==> src/rtl/div_nbit.sv <==
// rtl/div_nbit.sv - multi-cycle restoring radix-2 divider, signed or unsigned
//
// Ports:
//   clk           clock, all state updates on the rising edge
//   rst           synchronous active-high reset
//   signed_div_i  1 = two's-complement division, 0 = unsigned (sampled with start)
//   opdata1_i     dividend (sampled with start)
//   opdata2_i     divisor  (sampled with start)
//   start_i       division request, held high until ready_o is seen
//   annul_i       abort the division in progress
//   result_o      {remainder, quotient}, quotient in the low WIDTH bits
//   ready_o       result_o is valid
//   busy_o        block is not idle
//   div_zero_o    result came from a zero divisor (valid while ready_o=1)

module div_nbit #(
    parameter int WIDTH = 32
) (
    input  logic                 clk,
    input  logic                 rst,
    input  logic                 signed_div_i,
    input  logic [WIDTH-1:0]     opdata1_i,
    input  logic [WIDTH-1:0]     opdata2_i,
    input  logic                 start_i,
    input  logic                 annul_i,
    output logic [2*WIDTH-1:0]   result_o,
    output logic                 ready_o,
    output logic                 busy_o,
    output logic                 div_zero_o
);

    localparam int CW = $clog2(WIDTH + 1);

    typedef enum logic [1:0] {
        FREE   = 2'd0,
        BYZERO = 2'd1,
        ON     = 2'd2,
        END    = 2'd3
    } state_t;

    state_t             state;
    logic [CW-1:0]      cnt;
    logic [WIDTH-1:0]   dvd;        // dividend bits shift out, quotient bits shift in
    logic [WIDTH-1:0]   divisor;
    logic [WIDTH-1:0]   partial;    // partial remainder
    logic               neg_quot;
    logic               neg_rem;

    logic [WIDTH-1:0]   op1_abs;
    logic [WIDTH-1:0]   op2_abs;
    logic [WIDTH:0]     shifted;
    logic [WIDTH:0]     diff;
    logic               q_bit;
    logic [WIDTH-1:0]   quot_next;
    logic [WIDTH-1:0]   rem_next;
    logic [WIDTH-1:0]   quot_fix;
    logic [WIDTH-1:0]   rem_fix;

    // Magnitudes; the most-negative value maps onto itself, which is the
    // correct unsigned magnitude 2^(WIDTH-1).
    always_comb begin
        op1_abs = (signed_div_i && opdata1_i[WIDTH-1]) ? -opdata1_i : opdata1_i;
        op2_abs = (signed_div_i && opdata2_i[WIDTH-1]) ? -opdata2_i : opdata2_i;
    end

    // One restoring step. The partial remainder is always below the divisor,
    // so the shifted value and the difference both fit in WIDTH+1 bits and
    // the MSB of the difference is a clean borrow/sign indicator.
    always_comb begin
        shifted   = {partial, dvd[WIDTH-1]};
        diff      = shifted - {1'b0, divisor};
        q_bit     = ~diff[WIDTH];
        rem_next  = q_bit ? diff[WIDTH-1:0] : shifted[WIDTH-1:0];
        quot_next = {dvd[WIDTH-2:0], q_bit};
        quot_fix  = neg_quot ? -quot_next : quot_next;
        rem_fix   = neg_rem  ? -rem_next  : rem_next;
    end

    always_ff @(posedge clk) begin
        if (rst) begin
            state      <= FREE;
            cnt        <= '0;
            dvd        <= '0;
            divisor    <= '0;
            partial    <= '0;
            neg_quot   <= 1'b0;
            neg_rem    <= 1'b0;
            result_o   <= '0;
            ready_o    <= 1'b0;
            busy_o     <= 1'b0;
            div_zero_o <= 1'b0;
        end else begin
            unique case (state)
                FREE: begin
                    if (start_i && !annul_i) begin
                        dvd      <= op1_abs;
                        divisor  <= op2_abs;
                        partial  <= '0;
                        cnt      <= '0;
                        neg_quot <= signed_div_i && (opdata1_i[WIDTH-1] ^ opdata2_i[WIDTH-1]);
                        neg_rem  <= signed_div_i && opdata1_i[WIDTH-1];
                        busy_o   <= 1'b1;
                        state    <= (opdata2_i == '0) ? BYZERO : ON;
                    end
                end

                BYZERO: begin
                    if (annul_i) begin
                        busy_o <= 1'b0;
                        state  <= FREE;
                    end else begin
                        result_o   <= '0;
                        div_zero_o <= 1'b1;
                        ready_o    <= 1'b1;
                        state      <= END;
                    end
                end

                ON: begin
                    if (annul_i) begin
                        busy_o <= 1'b0;
                        state  <= FREE;
                    end else begin
                        dvd     <= quot_next;
                        partial <= rem_next;
                        cnt     <= cnt + CW'(1);
                        // Sign correction is folded into the last step so the
                        // result is already final when ready_o rises.
                        if (cnt == CW'(WIDTH - 1)) begin
                            result_o <= {rem_fix, quot_fix};
                            ready_o  <= 1'b1;
                            state    <= END;
                        end
                    end
                end

                END: begin
                    // Stay here while the requester still holds start_i, so a
                    // held request cannot launch a second division.
                    if (!start_i) begin
                        result_o   <= '0;
                        ready_o    <= 1'b0;
                        div_zero_o <= 1'b0;
                        busy_o     <= 1'b0;
                        state      <= FREE;
                    end
                end
            endcase
        end
    end

endmodule

==> config.mk <==
export PLATFORM = sky130hd
export DESIGN_NAME = div_nbit
export DESIGN_NICKNAME = d
export VERILOG_FILES = /design/src/rtl/div_nbit.sv
export SDC_FILE = /design/constraint.sdc
export NUM_CORES = 1
export LEC_CHECK = 0
export BUFFER_PORTS_ARGS = -buffer_cell sky130_fd_sc_hd__buf_2
export CAP_MARGIN = 20
export CORE_MARGIN = 1
export CORE_UTILIZATION = 60
export CTS_BUF_LIST = sky130_fd_sc_hd__clkbuf_16
export DETAILED_ROUTE_END_ITERATION = 10
export PLACE_DENSITY = 0.82
export SLEW_MARGIN = 40
export SYNTH_ARGS = -nofsm -noshare
export SYNTH_HDL_FRONTEND = slang
export SYNTH_SLANG_ARGS = --single-unit
==> constraint.sdc <==
create_clock -name clk -period 5.5 [get_ports clk]
set_input_delay 0.825 -clock clk [delete_from_list [all_inputs] [get_ports clk]]
set_output_delay 0.825 -clock clk [all_outputs]
set_load 0.005 [all_outputs]
* Yosys cells after proc, flatten, opt, wreduce, memory -nomap -nowiden
Index checks and enable logic that the tools add are counted.
** Word-level totals
- Register bits after elaboration :: 173
- Input port bits :: 69
- Logic and storage cells :: 82
- Output and inout bits :: 67
** Operators by class
- Add/sub/neg operators :: 6
- Bitwise operators :: 2
- Equality and inequality tests :: 11
- Mux-type cells :: 35
- Reduce and logical (&&, ||, !) cells :: 17
** Operators with widths (number)
- two-way mux 32 bit :: 9
- two-way mux 64 bit :: 4
- case mux 64 bit (3 select lines) :: 1
- negator 32 bit :: 4
- case mux 32 bit (2 select lines) :: 2
- subtractor 33 x 32 -> 33 bit :: 1
- logical NOT 32 bit :: 1
- two-way mux 2 bit :: 6
- two-way mux 6 bit :: 2
- case mux 6 bit (2 select lines) :: 1
- AND reduction 3 bit :: 4
- != test 2 bit (second input constant) :: 5
- case mux 2 bit (4 select lines) :: 1
- adder 6 x 1 -> 6 bit (second input constant) :: 1
- == test 6 x 5 -> 1 bit (second input constant) :: 1
- two-way mux 1 bit :: 6
- case mux 1 bit (3 select lines) :: 2
- AND reduction 5 bit :: 1
- == test 2 bit (second input constant) :: 2
- logical AND 1 bit :: 4
- nonzero test 2 bit :: 2
- != test 3 bit (second input constant) :: 1
- nonzero test 3 bit :: 1
- == test 2 x 1 -> 1 bit (second input constant) :: 1
- other kinds (8) :: 8

* Longest topological paths before layout
Gate-level depths: netlist of the first run.
- Word-level depth :: 7
- Mapped depth :: 27
- Gate-level depth less buffers :: 23

* Worst setup path before layout of the first run
OpenSTA, ideal clock, no wires.
- Path type :: register to register
- Start point :: register dvd[31]
- End point :: register result_o[62]
- Data required time :: 5.383 ns
- Path slack :: 0.506 ns
- Period minus slack after synthesis :: 4.994 ns
- Path buffers :: 4
- Setup time :: 0.117 ns
- Cell stages (with the launch flop) :: 27
- Arrival time :: 4.877 ns
- Path through :: dfxtp_1 -> inv_1 -> ha_1 -> inv_1 -> fa_1 -> a211oi_4 -> o31ai_4 -> o2111a_1 -> o31ai_1 -> and3_1 -> nor2_2 -> inv_1 -> buf_2 -> buf_2 -> buf_2 -> buf_1 -> o21ai_0 -> inv_1 -> ha_1 -> inv_1 -> nor4_1 -> nand4_1 -> mux2i_1 -> nand3_1 -> o41ai_1 -> xnor2_1 -> a22o_1
** Between the ends
- Cells in the longest elaborated chain, start to end :: 7
** RTL lines
- start: declaration :: RTL line 43 : logic [WIDTH-1:0] dvd;
- start signal: assignment :: RTL line 96 : dvd <= op1_abs;
- start signal: assignment :: RTL line 124 : dvd <= quot_next;
- subtractor 33 x 32 -> 33 bit :: RTL line 71 : diff = shifted - {1'b0, divisor};
- two-way mux 32 bit (*) :: RTL line 73 : rem_next = q_bit ? diff[WIDTH-1:0] : shifted[WIDTH-1:0];
- negator 32 bit :: RTL line 76 : rem_fix = neg_rem ? -rem_next : rem_next;
- two-way mux 32 bit (*) :: RTL line 76
- two-way mux 64 bit (*) :: RTL line 129 : if (cnt == CW'(WIDTH - 1)) begin
- two-way mux 64 bit (*) :: RTL line 120 : if (annul_i) begin
- case mux 64 bit (3 select lines) (*) :: RTL line 93 : unique case (state)
- end signal: assignment :: RTL line 130 : result_o <= {rem_fix, quot_fix};
- end: declaration :: RTL line 26 : output logic [2*WIDTH-1:0] result_o,
Mark *: on every way between the ends. The rest lies on a longest branch, timed or not. The select of a mux whose other input is x is not followed.
A chain may end at the register's enable or synchronous reset.

* Final worst setup path of the first run
Ends and elaborated chain as after synthesis.

==> results of run 1 <==
through the flow:
stage               hold slack, ns  std cells  utilization (%)
floorplan                    0.432       1542                -
global placement             0.441       1825             65.1
detailed placement           0.447       1825             65.2
CTS                          0.457       1857             68.2
global route                 0.476       1857             68.2
finish                       0.455       1857             68.2
state kept, by name, summed over array words and instances, names as in the netlist, 2 cells and up:
register  count
result_o     64
cnt           6
partial      32
state         2
dvd          32
divisor      32
metal layers:
| layer | global-route usage (%) | share of wire (%) | vias to the layer above |
|---|---|---|---|
| li1 | - | - | 5620 |
| met1 | 46.6 | 44 | 5431 |
| met2 | 52.0 | 44 | 557 |
| met3 | 6.35 | 8.3 | 86 |
| met4 | 15.3 | 3.6 | 2 |
| met5 | 0 | 0.039 | - |
placed cells by master, fill, tap and decap left out, types with 10 or more instances in the layout:
master	synthesis	routed
nand2_1	197	197
xnor2_1	85	85
a211oi_1	34	34
xor2_1	57	57
nor2_1	182	179
a22o_1	27	27
dfxtp_1	173	172
a22oi_1	51	51
o21ai_0	105	105
inv_1	53	53
a21oi_1	114	114
o41ai_1	15	15
ha_1	42	41
nor3_1	36	36
nor4_1	13	13
buf_2	9	134
buf_4	0	10
nand4_1	13	13
a31oi_1	16	16
or3_1	20	20
o31ai_1	33	33
mux2i_1	12	12
nand3_1	38	38
clkbuf_16	0	17
synth_stat cells, types with 10 or more instances:
master	instances
o31ai_1	33
o21ai_0	105
mux2i_1	12
xnor2_1	85
nor2_1	182
xor2_1	57
a211oi_1	34
dfxtp_1	173
nand2_1	197
and3_1	10
o41ai_1	15
nand4_1	13
a22o_1	27
ha_1	42
clkbuf_1	80
a31oi_1	16
nor4_1	13
nand3_1	38
a22oi_1	51
a21oi_1	114
or3_1	20
nor3_1	36
inv_1	53
report_power, final:
part,switching [mW],internal [mW],leakage [nW],total (mW)
sequential,0.125,1.37,1.40,1.49
clock,0.579,0.641,0.279,1.22
combinational,1.31,0.659,3.51,1.97
final timing paths:
path,from,endpoint,cells past startpoint
max,dvd[31]$_SDFFE_PP0P_,result_o[62]$_SDFFE_PP0P_,23
max reg2reg,dvd[31]$_SDFFE_PP0P_,result_o[62]$_SDFFE_PP0P_,23
min,divisor[31]$_SDFFE_PP0P_,divisor[31]$_SDFFE_PP0P_,2
min reg2reg,divisor[31]$_SDFFE_PP0P_,divisor[31]$_SDFFE_PP0P_,2
cell type report:
class / count / share of cell area, %
clock inverter: 15 / 1.19
sequential: 173 / 27.1
tap: 234 / 2.29
timing repair buffer: 145 / 5.91
clock buffer: 17 / 3.32
multi-input combinational: 1220 / 58.7
inverter: 53 / 1.55
worst register-to-register path: stages (launching register included):
cell and delay, ns:
dfxtp_1 0.33, inv_1 0.06, ha_1 0.16, inv_1 0.05, fa_1 0.47, a211oi_4 0.30, o31ai_4 0.14, o2111a_1 0.28
o31ai_1 0.26, a21oi_1 0.19, nor2_2 0.25, inv_1 0.10, nand2_1 0.07, o21ai_0 0.14, inv_1 0.09, ha_1 0.19
inv_1 0.09, nor4_1 0.32, nand4_1 0.18, mux2i_1 0.32, nand3_1 0.17, o41ai_1 0.42, xnor2_1 0.14, a22o_1 0.22
cells by family after synthesis:
group,count (synthesis),share of synthesized area [%]
AOI/OAI and AO/OA,453,25.8
muxes,18,1.63
buffers and inverters,149,4.95
adders and majority gates,43,4.73
and+or+nand+nor,564,22.1
xor gates and xnor gates,142,10.8
DFF,173,30.0
==> summary.txt, run 1 <==
Status
  • Outcome: complete, no violations

Critical path
  • Slowest cell on the critical path: fa_1
  • Critical path class: register to register
  • CP delay by family, top: compound AO/OA/AOI/OAI gates
  • CP endpoint kind: register
  • Cells along the critical path: inv_1 -> ha_1 -> inv_1 -> fa_1 -> a211oi_4 -> o31ai_4 -> o2111a_1 -> o31ai_1 -> a21oi_1 -> nor2_2 -> inv_1 -> nand2_1 -> o21ai_0 -> inv_1 -> ha_1 -> inv_1 -> nor4_1 -> nand4_1 -> mux2i_1 -> nand3_1 -> o41ai_1 -> xnor2_1 -> a22o_1
  • Worst EP arrival: 5.39 ns
  • R2R setup slack: 0.45 ns
  • Worst-path fanout max: 7
  • CP bufs+invs: 5
  • Cell mode on critical path: inv_1
  • Worst path max stage delay: 0.47 ns
  • Req. time, crit path: 5.84 ns
  • Startpoint types: register

Power
  • Power Density: 366 nW/um^2
  • Total power: 4.68 mW
  • Pleak: 5.19 nW
  • Worst vdd ir: 354 uV

Clocking
  • CTS sink count: 173
  • Post-CTS Resized: 0
  • Clk_lat worst skew: 0.44 ns
  • Num CTS Buffers: 17
  • Root buf cell: clkbuf_16
  • CTS tree: built
  • Setup bufs post-CTS: 0
  • Max clock buf depth: 2
  • Reg clk slew, reported paths: 0.08 ns
  • Post-CTS Hold Buffers: 0
  • H-Tree Depth: 4

STA
  • Unrepaired setup endpoints after global routing: false
  • Final setup viols: 0
  • Slew Viols, Final: 0
  • Max Clk Rate: 198 MHz
  • Tightest Pin Transition: 0.761 ns
  • Setup Skew: 0.0101 ns
  • Crit share post-route: 91.9%
  • Worst setup margin: 0.446 ns
  • Setup TNS: 0 ns
  • Final min period: 5.05 ns
  • Hold Vio Cnt, Final: 0
  • Slew HR: 48.9%

Route
  • # DRC: 0
  • Final wirelength: 33500 microns
  • Routed len/inst: 18.0 microns
  • DRT iter0 DRCs: 1099
  • Via count: 11700
  • Antenna Violating Nets Remaining: 0
  • Vias per cell: 6.30
  • DRT Pass-1 Iters: 5

Placed design
  • Post-DP Area: 12200 sq um
  • DP HPWL: 24900 microns
  • Pre-CTS WS: 0.671 ns
  • Gpl congestion: 0.963
  • Port bufs: 135

Yosys
  • Ranking of synthesized cells by area: dfxtp_1 (30%), xnor2_1 (6.5%), nand2_1 (6.4%), nor2_1 (5.9%), a21oi_1 (5.0%)
  • Post-synth EDFFs: 0
  • Mapped Area: 11500 sq um
  • Seq/Total Area, Yosys: 30.0%
  • Synthesized area per cell: 7.47 sq um
  • Synth Instances: 1542
  • Distinct cells, synth: 68
  • Synth area leader: dfxtp_1
  • Async SR Flop Fraction: 0%
  • Post-synth top flop: dfxtp_1
  • #FFs+latches synth: 173
  • Area fraction of the dominant cell type after synthesis: 30.0%
  • Synth Warn #: 0
  • Synthesized Nets: 1654

Hold path
  • Min-delay worst type: register to register

Floorplan
  • Starting density of the core: 61.4%
  • Die area: 19800 sq um
  • Core Region: 18800 sq um
  • I/O pins: 136
  • Die H: 141 microns
  • Die width: 141 microns
  • Std cell rows: 50

Cells and area
  • Nets: 1722
  • Layout Cell Area excl Fill: 12800 sq um
  • Layout cells sized above 1: 12.8%
  • Area grow syn2layout: 11.1%
  • Storage cell area: 3460 sq um
  • Antenna diodes: 0
  • Filler Cell Count: 1616
  • Area taken by multi-input logic gates: 7520 sq um

Global route
  • First-pass GRT wire length: 53700 microns
  • Vias in the first global route: 10600
  • Largest net degree at the start of global routing: 92
  • GRT Util Overall: 34.0%
  • Antenna violations before repair: 1
  • Grt ovf: 0

Run
  • Max Cap Viol: 0
Note: power is estimated with default switching activity, not from simulation.
==> run 2: changes to the inputs <==
==> config.mk (replaced) <==
export PLATFORM = sky130hd
export DESIGN_NAME = div_nbit
export DESIGN_NICKNAME = d
export VERILOG_FILES = /design/src/rtl/div_nbit.sv
export SDC_FILE = /design/constraint.sdc
export NUM_CORES = 1
export LEC_CHECK = 0
export CAP_MARGIN = 20
export CORE_MARGIN = 1
export CORE_UTILIZATION = 65
export CTS_BUF_LIST = sky130_fd_sc_hd__clkbuf_16
export DETAILED_ROUTE_END_ITERATION = 10
export DONT_BUFFER_PORTS = 1
export PLACE_DENSITY = 0.81
export SLEW_MARGIN = 40
export SYNTH_ARGS = -nofsm -noshare
export SYNTH_HDL_FRONTEND = slang
export SYNTH_SLANG_ARGS = --single-unit
==> summary.txt, run 2 (same netlist as run 1, synthesis figures left out) <==
Critical path
  • CP endpoint kind: register
  • Worst path max stage delay: 0.46 ns
  • Cells along the critical path: inv_1 -> ha_1 -> inv_1 -> fa_1 -> a211oi_4 -> o31ai_4 -> o2111a_1 -> o31ai_1 -> a21oi_1 -> nor2_2 -> inv_1 -> nand2_1 -> o21ai_0 -> inv_1 -> ha_1 -> inv_1 -> nor4_1 -> nand4_1 -> mux2i_1 -> o2111ai_1 -> o21ai_0 -> xnor2_1 -> a22o_1
  • Worst r2r dst: result_o[58]$_SDFFE_PP0P_
  • Reg-to-Reg Start: dvd[31]$_SDFFE_PP0P_
  • Worst EP arrival: 5.30 ns
  • R2R setup slack: 0.52 ns
  • CP bufs+invs: 5
  • Reg2reg path depth: 23
  • Req. time, crit path: 5.83 ns
  • Worst-path fanout max: 7
  • Critical path depth: 23
  • Startpoint types: register
  • CP delay by family, top: compound AO/OA/AOI/OAI gates
  • Cell mode on critical path: inv_1
  • Slowest cell on the critical path: fa_1
  • Critical path class: register to register

Global route
  • Grt ovf: 0
  • Largest net degree at the start of global routing: 148
  • GRT Util Overall: 35.5%
  • Vias in the first global route: 9792
  • Antenna violations before repair: 0
  • First-pass GRT wire length: 51000 microns

Cells and area
  • Number of flip-flops in the largest register: 64
  • Most common cell after layout, fill and taps aside: nand2_1
  • Top reg by flops: result_o
  • Storage cell area: 3470 sq um
  • Antenna diodes: 0
  • Area taken by multi-input logic gates: 7520 sq um
  • Area grow syn2layout: 5.18%
  • Layout cells sized above 1: 4.98%
  • Filler Cell Count: 1473
  • Most frequent cells in the layout: nand2_1 (197), nor2_1 (179), dfxtp_1 (171)
  • Nets: 1586

Hold path
  • Worst Hold Path EP: divisor[31]$_SDFFE_PP0P_
  • Worst Hold Depth: 2
  • Hold_sp: divisor[31]$_SDFFE_PP0P_
  • Min-delay worst type: register to register

Floorplan
  • Die area: 18300 sq um
  • Std cell rows: 48
  • Die width: 135 microns
  • Starting density of the core: 66.6%
  • Die H: 135 microns
  • I/O pins: 136
  • Core Region: 17300 sq um

Route
  • Final wirelength: 32500 microns
  • Vias per cell: 6.51
  • Antenna Violating Nets Remaining: 0
  • Via count: 11200
  • # DRC: 0
  • DRT Pass-1 Iters: 6
  • DRT iter0 DRCs: 1164
  • Routed len/inst: 19.0 microns

Clocking
  • CTS tree: built
  • Post-CTS Resized: 0
  • Setup bufs post-CTS: 0
  • Max clock buf depth: 2
  • Reg clk slew, reported paths: 0.07 ns
  • Root buf cell: clkbuf_16
  • CTS sink count: 173
  • H-Tree Depth: 4
  • Post-CTS Hold Buffers: 0
  • Num CTS Buffers: 17
  • Clk_lat worst skew: 0.44 ns

Power
  • Pleak: 4.55 nW
  • Worst vdd ir: 451 uV
  • Power Density: 381 nW/um^2

Run
  • Max Cap Viol: 0

STA
  • Slew Viols, Final: 0
  • Final setup viols: 0
  • Tightest Pin Transition: 0.834 ns
  • Setup TNS: 0 ns
  • Unrepaired setup endpoints after global routing: false
  • Setup Skew: 0.0116 ns
  • Slew HR: 44.0%
  • Worst setup margin: 0.524 ns
  • Hold Vio Cnt, Final: 0
  • Final min period: 4.98 ns
  • Crit share post-route: 90.5%
  • Max Clk Rate: 201 MHz

Placed design
  • DP HPWL: 23800 microns
  • Gpl congestion: 0.954
  • Pre-CTS WS: 0.682 ns
  • Port bufs: 0

Status
  • Outcome: complete, no violations
==> run 2: changes by cell type in the layout (fill, tap and decap cells not counted), sizes merged <==
cell    delta
inv        +1
clkinv     -1
buf      -136
==> run 2: worst max-delay path by stage <==
stage | startpoint | endpoint | slack [ns]
finish | dvd[31]$_SDFFE_PP0P_ | result_o[58]$_SDFFE_PP0P_ | 0.52
detailed placement | dvd[31]$_SDFFE_PP0P_ | result_o[58]$_SDFFE_PP0P_ | 0.68
floorplan | dvd[31]$_SDFFE_PP0P_ | result_o[62]$_SDFFE_PP0P_ | 0.51
global route | dvd[31]$_SDFFE_PP0P_ | result_o[62]$_SDFFE_PP0P_ | 0.12
global placement | dvd[31]$_SDFFE_PP0P_ | result_o[62]$_SDFFE_PP0P_ | 0.89
CTS | dvd[31]$_SDFFE_PP0P_ | result_o[58]$_SDFFE_PP0P_ | 0.61
==> run 2: area by class of cell <==
type | count | area share, %
Multi-Input combinational cell | 1220 | 62.0
Sequential cell | 173 | 28.6
Clock buffer | 17 | 3.51
Tap cell | 225 | 2.32
Inverter | 53 | 1.64
Clock inverter | 15 | 1.38
Timing Repair Buffer | 9 | 0.557
==> run 2: power breakdown <==
part	switching [mW]	leakage, nW	internal [mW]	total (mW)
Sequential	0.132	1.40	1.37	1.50
Combinational	1.27	2.86	0.632	1.90
Clock	0.569	0.286	0.649	1.22
Total	1.97	4.55	2.65	4.62
==> run 2: per-stage QoR <==
step | total power [mW] | hold WS, ns | instance area, sq um | utilization, % | cells
after floorplan | 2.94 | 0.432 | 11500 | - | 1542
after detailed placement | 3.35 | 0.444 | 11500 | 66.7 | 1680
final | 4.62 | 0.455 | 12100 | 70.1 | 1712
after global placement | 3.32 | 0.438 | 11500 | 66.6 | 1680
after CTS | 4.57 | 0.445 | 12100 | 70.1 | 1712
after global routing | 4.88 | 0.434 | 12100 | 70.1 | 1712
==> run 2: worst register-to-register path, delay by kind of cell, from the launching register on <==
kind	cells	cell delay [ns]
mux	1	0.34
buf+inv	5	0.40
flops	1	0.33
simple gates	4	0.86
fa+ha+maj	3	0.81
compound gates	9	2.04
xor+xnor	1	0.09
==> run 2: metal layers <==
metal  track usage (%)  vias up  wire [microns]
li1                  -     5368               -
met1              52.5     5141           14700
met2              51.2      571           13800
met3              6.92       73            3170
met4              11.7        0             816
met5                 0        -               0
